--- src/rtl/sec_a2b_sched.sv ---
// -----------------------------------------------------------------------------
// sec_a2b_sched -- issue scheduler for the pipelined masked A2B converter.
//
// Arbitrates N_REQ requesters round-robin and issues one arithmetic-share word
// per cycle to the converter whenever fresh randomness is present.  A credit
// counter keeps the number of words in flight plus words parked in the output
// FIFO at or below OUT_DEPTH, so a converter result always finds a free slot.
// Each word in flight carries its requester id in a tag pipe that mirrors the
// converter latency.  A halt/drain handshake lets a requester quiesce the
// converter before a key or PRNG reseed.
//
// Ports
//   clk, rst              clock, synchronous active-high reset
//   req_vld/req_data      per-requester valid and masked word (slice i*MASKWIDTH)
//   req_rdy               one-hot grant, high only in the issue cycle
//   rnd_vld/rnd_rdy       randomness available / consumed this cycle
//   a2b_dvld/a2b_ena/a2b_a   issue strobe, enable and shares to the converter
//   a2b_ovld/a2b_z        converter result valid and Boolean shares
//   rsp_vld/rsp_rdy/rsp_data/rsp_id   output FIFO head and its requester id
//   halt_req/halt_ack     stop issuing and drain / drained and stopped
//   err                   sticky: a2b_ovld disagreed with the tag pipe
//
// Build option
//   SEC_A2B_SCHED_ZEROIZE_EN : a2b_a is 0 on idle cycles, popped FIFO entries
//   are cleared and rsp_data reads 0 while rsp_vld is low.
// -----------------------------------------------------------------------------
module sec_a2b_sched #(
    parameter int K_WIDTH   = 32,
    parameter int N_SHARES  = 4,
    parameter int MASKWIDTH = K_WIDTH * N_SHARES,
    parameter int N_REQ     = 4,
    parameter int A2B_LAT   = 10,
    parameter int OUT_DEPTH = 4,
    parameter int ID_W      = $clog2(N_REQ)
) (
    input  logic                       clk,
    input  logic                       rst,
    input  logic [N_REQ-1:0]           req_vld,
    input  logic [N_REQ*MASKWIDTH-1:0] req_data,
    output logic [N_REQ-1:0]           req_rdy,
    input  logic                       rnd_vld,
    output logic                       rnd_rdy,
    output logic                       a2b_dvld,
    output logic                       a2b_ena,
    output logic [MASKWIDTH-1:0]       a2b_a,
    input  logic                       a2b_ovld,
    input  logic [MASKWIDTH-1:0]       a2b_z,
    output logic                       rsp_vld,
    input  logic                       rsp_rdy,
    output logic [MASKWIDTH-1:0]       rsp_data,
    output logic [ID_W-1:0]            rsp_id,
    input  logic                       halt_req,
    output logic                       halt_ack,
    output logic                       err
);
    localparam int CRED_W = $clog2(OUT_DEPTH + 1);
    localparam int PTR_W  = (OUT_DEPTH > 1) ? $clog2(OUT_DEPTH) : 1;
    localparam int MUTE_W = $clog2(A2B_LAT + 1);

    typedef enum logic [1:0] {ST_RUN, ST_DRAIN, ST_HALT} state_t;

    state_t                state_reg, state_next;
    logic [ID_W-1:0]       rr_ptr_reg;
    logic [CRED_W-1:0]     credit_reg;
    logic [CRED_W-1:0]     fifo_cnt_reg;
    logic [PTR_W-1:0]      wr_ptr_reg, rd_ptr_reg;
    logic                  a2b_dvld_reg, a2b_ena_reg;
    logic [MASKWIDTH-1:0]  a2b_a_reg;
    logic [ID_W-1:0]       issue_id_reg;
    logic [MUTE_W-1:0]     mute_reg;
    logic                  err_reg;

    logic [A2B_LAT-1:0]    tag_vld_reg, tag_vld_in;
    logic [ID_W-1:0]       tag_id_reg [A2B_LAT];
    logic [ID_W-1:0]       tag_id_in  [A2B_LAT];

    logic [MASKWIDTH-1:0]  fifo_data_reg [OUT_DEPTH];
    logic [ID_W-1:0]       fifo_id_reg   [OUT_DEPTH];

    logic [MASKWIDTH-1:0]  req_word [N_REQ];
    logic                  grant_found;
    logic [ID_W-1:0]       grant_idx, grant_cand;
    logic                  issue, fifo_push, fifo_pop, inflight_any;

    genvar gi;

    // ---------------- round-robin grant ----------------
    generate
        for (gi = 0; gi < N_REQ; gi++) begin : g_req
            assign req_word[gi] = req_data[gi*MASKWIDTH +: MASKWIDTH];
            assign req_rdy[gi]  = issue && (grant_idx == ID_W'(gi));
        end
    endgenerate

    // Scan from the farthest candidate back to the pointer so the last hit,
    // i.e. the nearest set bit at or after the pointer, wins.
    always_comb begin
        grant_found = 1'b0;
        grant_idx   = '0;
        grant_cand  = '0;
        for (int k = N_REQ - 1; k >= 0; k--) begin
            grant_cand = ID_W'((int'(rr_ptr_reg) + k) % N_REQ);
            if (req_vld[grant_cand]) begin
                grant_found = 1'b1;
                grant_idx   = grant_cand;
            end
        end
    end

    assign issue   = !rst && (state_reg == ST_RUN) && rnd_vld &&
                     (credit_reg != '0) && grant_found;
    assign rnd_rdy = issue;

    // ---------------- issue stage ----------------
    always_ff @(posedge clk) begin
        if (rst) begin
            a2b_dvld_reg <= 1'b0;
            a2b_ena_reg  <= 1'b0;
            a2b_a_reg    <= '0;
            issue_id_reg <= '0;
            rr_ptr_reg   <= '0;
        end else begin
            a2b_dvld_reg <= issue;
            a2b_ena_reg  <= 1'b1;
            if (issue) begin
                a2b_a_reg    <= req_word[grant_idx];
                issue_id_reg <= grant_idx;
                rr_ptr_reg   <= ID_W'((int'(grant_idx) + 1) % N_REQ);
            end
`ifdef SEC_A2B_SCHED_ZEROIZE_EN
            else begin
                a2b_a_reg <= '0;
            end
`endif
        end
    end

    assign a2b_dvld = a2b_dvld_reg;
    assign a2b_ena  = a2b_ena_reg;
    assign a2b_a    = a2b_a_reg;

    // ---------------- tag pipe ----------------
    // Fed from the issue register, so the last stage lines up with a2b_ovld
    // exactly A2B_LAT cycles after a2b_dvld.
    generate
        for (gi = 0; gi < A2B_LAT; gi++) begin : g_tag
            if (gi == 0) begin : g_head
                assign tag_vld_in[gi] = a2b_dvld_reg;
                assign tag_id_in[gi]  = issue_id_reg;
            end else begin : g_body
                assign tag_vld_in[gi] = tag_vld_reg[gi-1];
                assign tag_id_in[gi]  = tag_id_reg[gi-1];
            end
        end
    endgenerate

    always_ff @(posedge clk) begin
        if (rst) begin
            tag_vld_reg <= '0;
            tag_id_reg  <= '{default: '0};
        end else begin
            tag_vld_reg <= tag_vld_in;
            tag_id_reg  <= tag_id_in;
        end
    end

    assign inflight_any = a2b_dvld_reg || (|tag_vld_reg);
    // Untagged results are dropped; only tagged ones occupy a FIFO slot.
    assign fifo_push    = a2b_ovld && tag_vld_reg[A2B_LAT-1];

    // ---------------- error monitor ----------------
    // A converter flushed by rst may still emit results for up to A2B_LAT
    // cycles; those are ignored rather than flagged.
    always_ff @(posedge clk) begin
        if (rst) begin
            mute_reg <= MUTE_W'(A2B_LAT);
            err_reg  <= 1'b0;
        end else begin
            if (mute_reg != '0)
                mute_reg <= mute_reg - 1'b1;
            if ((mute_reg == '0) && (tag_vld_reg[A2B_LAT-1] != a2b_ovld))
                err_reg <= 1'b1;
        end
    end

    assign err = err_reg;

    // ---------------- output FIFO ----------------
    assign rsp_vld  = (fifo_cnt_reg != '0);
    assign fifo_pop = rsp_vld && rsp_rdy;
    assign rsp_id   = fifo_id_reg[rd_ptr_reg];
`ifdef SEC_A2B_SCHED_ZEROIZE_EN
    assign rsp_data = rsp_vld ? fifo_data_reg[rd_ptr_reg] : '0;
`else
    assign rsp_data = fifo_data_reg[rd_ptr_reg];
`endif

    always_ff @(posedge clk) begin
        if (rst) begin
            for (int i = 0; i < OUT_DEPTH; i++) begin
                fifo_data_reg[i] <= '0;
                fifo_id_reg[i]   <= '0;
            end
            wr_ptr_reg   <= '0;
            rd_ptr_reg   <= '0;
            fifo_cnt_reg <= '0;
            credit_reg   <= CRED_W'(OUT_DEPTH);
        end else begin
`ifdef SEC_A2B_SCHED_ZEROIZE_EN
            // Clear first so a same-slot write (full FIFO, push and pop) wins.
            if (fifo_pop)
                fifo_data_reg[rd_ptr_reg] <= '0;
`endif
            if (fifo_push) begin
                fifo_data_reg[wr_ptr_reg] <= a2b_z;
                fifo_id_reg[wr_ptr_reg]   <= tag_id_reg[A2B_LAT-1];
                wr_ptr_reg <= (wr_ptr_reg == PTR_W'(OUT_DEPTH - 1)) ? '0 : wr_ptr_reg + 1'b1;
            end
            if (fifo_pop)
                rd_ptr_reg <= (rd_ptr_reg == PTR_W'(OUT_DEPTH - 1)) ? '0 : rd_ptr_reg + 1'b1;
            fifo_cnt_reg <= fifo_cnt_reg + CRED_W'(fifo_push) - CRED_W'(fifo_pop);
            // A credit leaves at issue and returns when its result is popped.
            credit_reg   <= credit_reg + CRED_W'(fifo_pop) - CRED_W'(issue);
        end
    end

    // ---------------- halt / drain FSM ----------------
    always_ff @(posedge clk) begin
        if (rst)
            state_reg <= ST_RUN;
        else
            state_reg <= state_next;
    end

    always_comb begin
        state_next = state_reg;
        case (state_reg)
            ST_RUN: begin
                if (halt_req)
                    state_next = ST_DRAIN;
            end
            ST_DRAIN: begin
                if (!halt_req)
                    state_next = ST_RUN;
                else if (!inflight_any && (fifo_cnt_reg == '0))
                    state_next = ST_HALT;
            end
            ST_HALT: begin
                if (!halt_req)
                    state_next = ST_RUN;
            end
            default: state_next = ST_RUN;
        endcase
    end

    assign halt_ack = (state_reg == ST_HALT);

endmodule

--- config.mk ---
export PLATFORM = sky130hd
export DESIGN_NAME = sec_a2b_sched
export DESIGN_NICKNAME = d
export VERILOG_FILES = /design/src/rtl/sec_a2b_sched.sv
export SDC_FILE = /design/constraint.sdc
export NUM_CORES = 1
export LEC_CHECK = 0
export CORE_AREA = 2 2 356 358
export CTS_CLUSTER_DIAMETER = 80
export DETAILED_ROUTE_END_ITERATION = 8
export DIE_AREA = 0 0 358 360
export GPL_TIMING_DRIVEN = 0
export PLACE_DENSITY = 0.52
export SLEW_MARGIN = 20
export SYNTH_ARGS = -nofsm -noshare
export SYNTH_HDL_FRONTEND = slang
export SYNTH_SLANG_ARGS = --single-unit
--- constraint.sdc ---
create_clock -name clk -period 10.4 [get_ports clk]
set_input_delay 2.08 -clock clk [delete_from_list [all_inputs] [get_ports clk]]
set_output_delay 2.08 -clock clk [all_outputs]
set_load 0.05 [all_outputs]
==> results_dict.tcl, run 1 <==
set metrics [dict create \
    drt_iter0_markers 1623 \
    synth-main-ff-cell "edfxtp_1" \
    cts.clk_slew.worst_paths_ps 60 \
    synth_cells 2184 \
    ctsRootBufferMaster "clkbuf_16" \
    drtPass1Iterations 5 \
    design_area_um2 45800 \
    antenna_found_initial 132 \
    power_uw 8910 \
    ys_types 39 \
    h-tree-depth 3 \
    cp-start-kind "primary input" \
    overflow 0 \
    routed_wl_um 155000 \
    hpwl_um 122000 \
    cts_buffer_depth 3 \
    syn2layout_area_growth_pct 46.3 \
    min_period_ps 7750 \
    synth_top_cell_by_area "edfxtp_1" \
    vdd_drop_max_mv 0.105 \
    outcome "complete, no violations" \
    die_area_um2 129000 \
    maxCapViolCount 0 \
    p_leak_uw 0.0177 \
    hold_violations 0 \
    async_flop_share_pct 0 \
    synth.yosys.seq_area_share_pct 61.5 \
    largest_reg_flops 512 \
    finalSetupViolCount 0 \
    path_max_fanout 11 \
    core_um2 125000 \
    hold_path.class "flop to flop" \
    drc_errors 0 \
    ios 918 \
    synth_edf_count 520 \
    power_density_nw_per_um2 195 \
    multi_input_area_um2 11300 \
    yosysWarnings 0 \
    cts_tree "yes" \
    endpoint_kind "output pin" \
    synth_top_cell_area_share_pct 49.9 \
    synth.area.top_cells "edfxtp_1 50%, dfxtp_1 12%, mux4_2 9.3%" \
    synthTopCellsByCount "520 x edfxtp_1, 395 x and2_1, 258 x mux2i_1, 183 x dfxtp_1, 137 x nand2_1" \
    grt_pass1_wl_um 205000 \
    start_util_pct 25.1 \
    worstPathArrival_ps 5670 \
    finalWeightedCongestion 0.990 \
    grt_start_max_net_pins 44 \
    cp_top_family "buffers and inverters" \
    yosysMostFrequentCell "edfxtp_1" \
    grt_pass1_vias 24100 \
    ys_seq_elements 703 \
    fp.dieH_um 360 \
    layout-drive-gt1-share_pct 10.4 \
    detail_route.wl_per_cell_um 31.0 \
    max_clock_freq_mhz 129 \
    clkLatencyLatePin_ps 670 \
    via_count 23200 \
    nets 3867 \
    num_rows 130 \
    rsz0062_at_grt "false" \
    cts_hold_buf 0 \
    num-fill-cells 12300 \
    antenna_left 0 \
    syn_area_um2 31300 \
    syn_avg_cell_area_um2 14.3 \
    clock-skew-final_ps 49.1 \
    max_slew_margin_pct 30.5 \
    dpl-instance-area_um2 42900 \
    tns_ps 0 \
    seq_area_um2 19300 \
    die_w_um 358 \
    fin_crit_sh_pct 74.5 \
    crit_buf_inv 6 \
    worstPathCellList "clkdlybuf4s50_1, nor2b_1, a21oi_1, o221ai_1, buf_2, buf_4, buf_4, inv_1, ha_1, and2_1, clkdlybuf4s50_1" \
    critical-path-max-stage-delay_ps 780 \
    port_buffers 917 \
    numCtsBuffers 86 \
    grt.total_usage_pct 23.5 \
    post_cts_buffers 0 \
    vias_per_cell 4.67 \
    drv_slew 0 \
    holdWs_ps 414 \
    worstMarginPinSlew_ps 1040 \
    required_ps 8320 \
    cts_num_sinks 703 \
    synth_nets 2848 \
    postCtsResizedCells 0 \
    crit_type "primary input to output pin" \
    cp_slowest_cell "clkdlybuf4s50_1" \
]
-- metrics by stage --
| stage | setup slack, ps | util (%) | cells |
|---|---|---|---|
| after floorplan | 4520 | - | 2184 |
| after detailed placement | 2510 | 34.4 | 4765 |
| after CTS | 2500 | 36.6 | 4920 |
| after global routing | 2300 | 36.6 | 4964 |
| after global placement | -67.0 | 34.1 | 4751 |
| final | 2650 | 36.7 | 4980 |
-- routing by layer --
metal	up-vias	global-route usage (%)	part of all wire [%]
li1	10400	-	-
met1	11500	24.7	35
met2	1000	40.6	50
met3	359	8.03	8.9
met4	62	13.2	5.9
met5	-	0	0.28
-- logic make-up after synthesis --
group | after synthesis | share of synthesized area [%]
DFF | 703 | 61.5
and+or+nand+nor | 736 | 13.6
xor gates and xnor gates | 5 | 0.140
AOI/OAI and AO/OA | 144 | 3.89
buffers and inverters | 192 | 2.57
muxes | 390 | 17.7
adders and majority gates | 14 | 0.607
-- cell type report --
type	instances	share of cell area, %
clock inverter	45	1.00
tap	1650	4.51
timing repair buffer	931	20.8
clock buffer	110	4.98
antenna	60	0.328
buffer	178	1.66
sequential	703	42.1
multi-input combinational	1289	24.6
inverter	14	0.115
-- where the power goes --
part | internal [uW] | switching (uW) | leakage (uW)
Clock | 1690 | 1260 | 0.00131
Combinational | 1030 | 1650 | 0.00948
Sequential | 3180 | 92.7 | 0.00687
-- cells in the final DEF, fill, tap and decap left out, types with 10 or more instances in the layout --
master / Yosys / final
ha_1: 12 / 12
mux4_2: 130 / 130
edfxtp_1: 520 / 520
clkinv_1: 0 / 17
inv_1: 14 / 14
diode_2: 0 / 60
buf_2: 61 / 61
nand2_1: 137 / 136
nor2b_1: 39 / 39
clkbuf_1: 110 / 124
dfxtp_1: 183 / 183
clkdlybuf4s50_1: 0 / 917
clkbuf_16: 0 / 86
o221ai_1: 129 / 129
and2_1: 395 / 395
nor2_1: 10 / 10
and3_1: 130 / 130
mux2i_1: 258 / 258
-- final timing paths --
check                             from  cells past startpoint  slack [ps]                                  to
max                         req_vld[0]                     11        2650                          req_rdy[3]
min            tag_id_in[7]$_SDFF_PP0_                      1         410             tag_id_in[5]$_SDFF_PP0_
max reg2reg  tag_vld_reg[9]$_SDFF_PP0_                      9        6260  fifo_data_reg[1][19]$_SDFFCE_PN0P_
min reg2reg    tag_id_in[7]$_SDFF_PP0_                      1         410             tag_id_in[5]$_SDFF_PP0_
Power figures use the tool's default switching activity.
==> run 2, diff against run 1 <==
==> constraint.sdc (replaced) <==
create_clock -name clk -period 7.72 [get_ports clk]
set_input_delay 1.544 -clock clk [delete_from_list [all_inputs] [get_ports clk]]
set_output_delay 1.544 -clock clk [all_outputs]
set_load 0.05 [all_outputs]
==> results of run 2 <==
The final DEF is identical to that of run 1. Status: complete, no violations.
Main changes from that run: setup slack after placement 2510 ps -> 901 ps; setup slack after layout 2650 ps -> 1040 ps; register-to-register setup slack 6260 ps -> 3580 ps; total power 8910 uW -> 12000 uW; worst IR drop on VDD 0.105 mV -> 0.141 mV
==> variant: new RTL, settings of run 2 <==
Add a define of `SEC_A2B_SCHED_ZEROIZE_EN`.
--- a/src/rtl/sec_a2b_sched.sv
+++ b/src/rtl/sec_a2b_sched.sv
@@ -25,4 +25,6 @@
 //   are cleared and rsp_data reads 0 while rsp_vld is low.
 // -----------------------------------------------------------------------------
+`define SEC_A2B_SCHED_ZEROIZE_EN
+
 module sec_a2b_sched #(
     parameter int K_WIDTH   = 32,
Check against the original RTL: not equivalent (a bounded check fails within 4 cycles, from zero or initial values and one cycle with rst high).
==> variant against run 2 <==
Design area rose by 1.9%. Non-clock buffer count rose by 61. Maximum frequency rose by 12%. Count of clock-buffer cells in the layout fell by 6. Final cell count rose by 1.5%. Total power rose by 9.7%. Sequential share of layout area fell by 0.78 points. Synthesized cell count rose by 2.6%. Worst setup slack improved by 0.73 ns. Clock power rose by 3%. Sequential cell count did not move. Synthesized area rose by 1.3%. Wire length rose by 8.9%. Largest cell class unchanged.
==> variant: results (changes against run 2) <==
Synth
  – Cell variety after synth: 41 (was 39)
  – EDFF count, synth: 520 (unchanged)
  – Ys Warns: 0 (unchanged)
  – Area contributors post-synth: edfxtp_1, dfxtp_1, and3_1, mux4_2, mux2i_1 (was edfxtp_1, dfxtp_1, mux4_2, mux2i_1, and2_1)
  – Sequential fraction of the synthesis area: 60.8% (was 61.5%)
  – Syn nets: 2908 (was 2848)
  – Post-synth ARST share: 0% (unchanged)
  – Top post-synthesis cells by count: edfxtp_1, and3_1, mux2i_1 (was edfxtp_1, and2_1, mux2i_1)

Worst setup path
  – Worst-path fanout max: 11 (unchanged)
  – Critical-path top delay cell: clkdlybuf4s50_1 (unchanged)
  – Cell family with most CP delay: buffers and inverters (unchanged)
  – Max stage delay on crit path: 0.79 ns
  – Worst EP arrival: 4.41 ns (was 5.14 ns)

Min path
  – Worst hold path class: flip-flop to flip-flop (unchanged)

Placed design
  – DP HPWL: 135000 microns (was 122000 microns)
  – RePlAce Congestion: 0.973 (was 0.990)
  – Dpl cell area: 43700 sq um (was 42900 sq um)
  – Pre-CTS setup slack: 1.71 ns (was 0.901 ns)
  – IO buf count: 917 (unchanged)

Finish
  – Reg area: 19300 sq um (unchanged)
  – Max FFs per register: 512 (unchanged)
  – Layout fillers: 12.2k (was 12.3k)
  – Nets: 3946 (was 3867)
  – Layout cells sized above 1: 11.6% (was 10.4%)

Global routing
  – M1 GR Usage: 30.2% (was 24.7%)
  – First-pass GRT wire length: 223000 microns (was 205000 microns)
  – Largest net degree at the start of global routing: 43 (was 44)
  – Number of global-route vias before repair: 25.2k (was 24.1k)
  – Met2 Usage GRT: 41.3% (was 40.6%)
  – GRT Total Usage: 25.6% (was 23.5%)
  – Initial antenna violation count: 148 (was 132)
  – Met3 usage in global routing: 8.18% (was 8.03%)

Route
  – Via-to-Cell Ratio: 4.89 (was 4.67)
  – DRT Pass-1 Iters: 7 (was 5)
  – Routed wire length: 168000 microns (was 155000 microns)
  – Drt initial violations: 2075 (was 1623)

Clock network
  – Root Buffer: clkbuf_16 (unchanged)
  – Post-CTS setup buffers: 0 (unchanged)
  – H-tree depth: 3 (unchanged)
  – CTS Buffer Depth: 3 (unchanged)
  – Clk_lat worst skew: 0.66 ns
  – Clk slew on worst S/H paths: 0.06 ns (about the same)
  – PostCTS Resize Cnt: 0 (unchanged)
  – Num CTS Buffers: 85 (was 86)

Timing
  – Worst-Margin Slew: 1.15 ns (was 1.04 ns)
  – Worst clock skew: 0.0203 ns (was 0.0491 ns)

Power and ir drop
  – Worst vdd ir: 185 uV (was 141 uV)
  – LEAKAGE: 18.4 nW (was 17.7 nW)

Outcome
  – Status: finished, final reports clean (unchanged)
variant: changes by cell type after synthesis, moves of 27 or more:
cell / run 2 / this run
clkbuf_1: 110 / 137
nand2_1: 137 / 15
o22ai_1: 0 / 128
o221ai_1: 129 / 0
and3_1: 130 / 513
and2_1: 395 / 132
variant: stage by stage:
stage | power, mW | cells
2_1_floorplan | 7.30 | 2241
3_3_place_gp | 9.19 | 4808
3_5_place_dp | 9.20 | 4842
4_1_cts | 13.3 | 4996
5_1_grt | 13.6 | 5035
6_report | 13.2 | 5057
variant: path summary, 6_finish.rpt:
path,start,endpoint,slack (ns),cells past startpoint
setup / recovery,req_vld[0],req_rdy[3],1.77,10
hold / removal,tag_id_in[5],tag_id_in[3],0.43,1
hold reg to reg,tag_id_in[5],tag_id_in[3],0.43,1
setup reg to reg,fifo_cnt_reg[1],fifo_data_reg[3][77],4.43,11
variant: kinds of logic after synthesis:
logic type / synth area share, %
AO/OA/AOI/OAI: 3.04
buffers and inverters: 3.63
multiplexers: 17.5
XOR/XNOR: 0.138
flip-flops: 60.8
adder cells (fa/ha/maj): 0.718
AND/OR/NAND/NOR: 14.2
variant: where the power goes:
part	switching (mW)	internal (mW)	leakage, nW
sequential	0.107	4.43	6.90
clock	1.72	2.37	1.39
combinational	2.76	1.79	10.1
variant: layer usage:
metal	wire (microns)	part of all wire [%]
met3	15300	9.1
met1	63500	38
met5	268	0.16
met2	80000	48
met4	9250	5.5
variant: final cells by class:
type | instances | share of cell area (%)
tap | 1650 | 4.42
sequential | 703 | 41.3
timing repair buffer | 951 | 21.2
buffer | 219 | 2.32
multi-input combinational | 1299 | 24.3
clock buffer | 104 | 4.95
inverter | 20 | 0.161
clock inverter | 50 | 1.06
antenna | 61 | 0.327
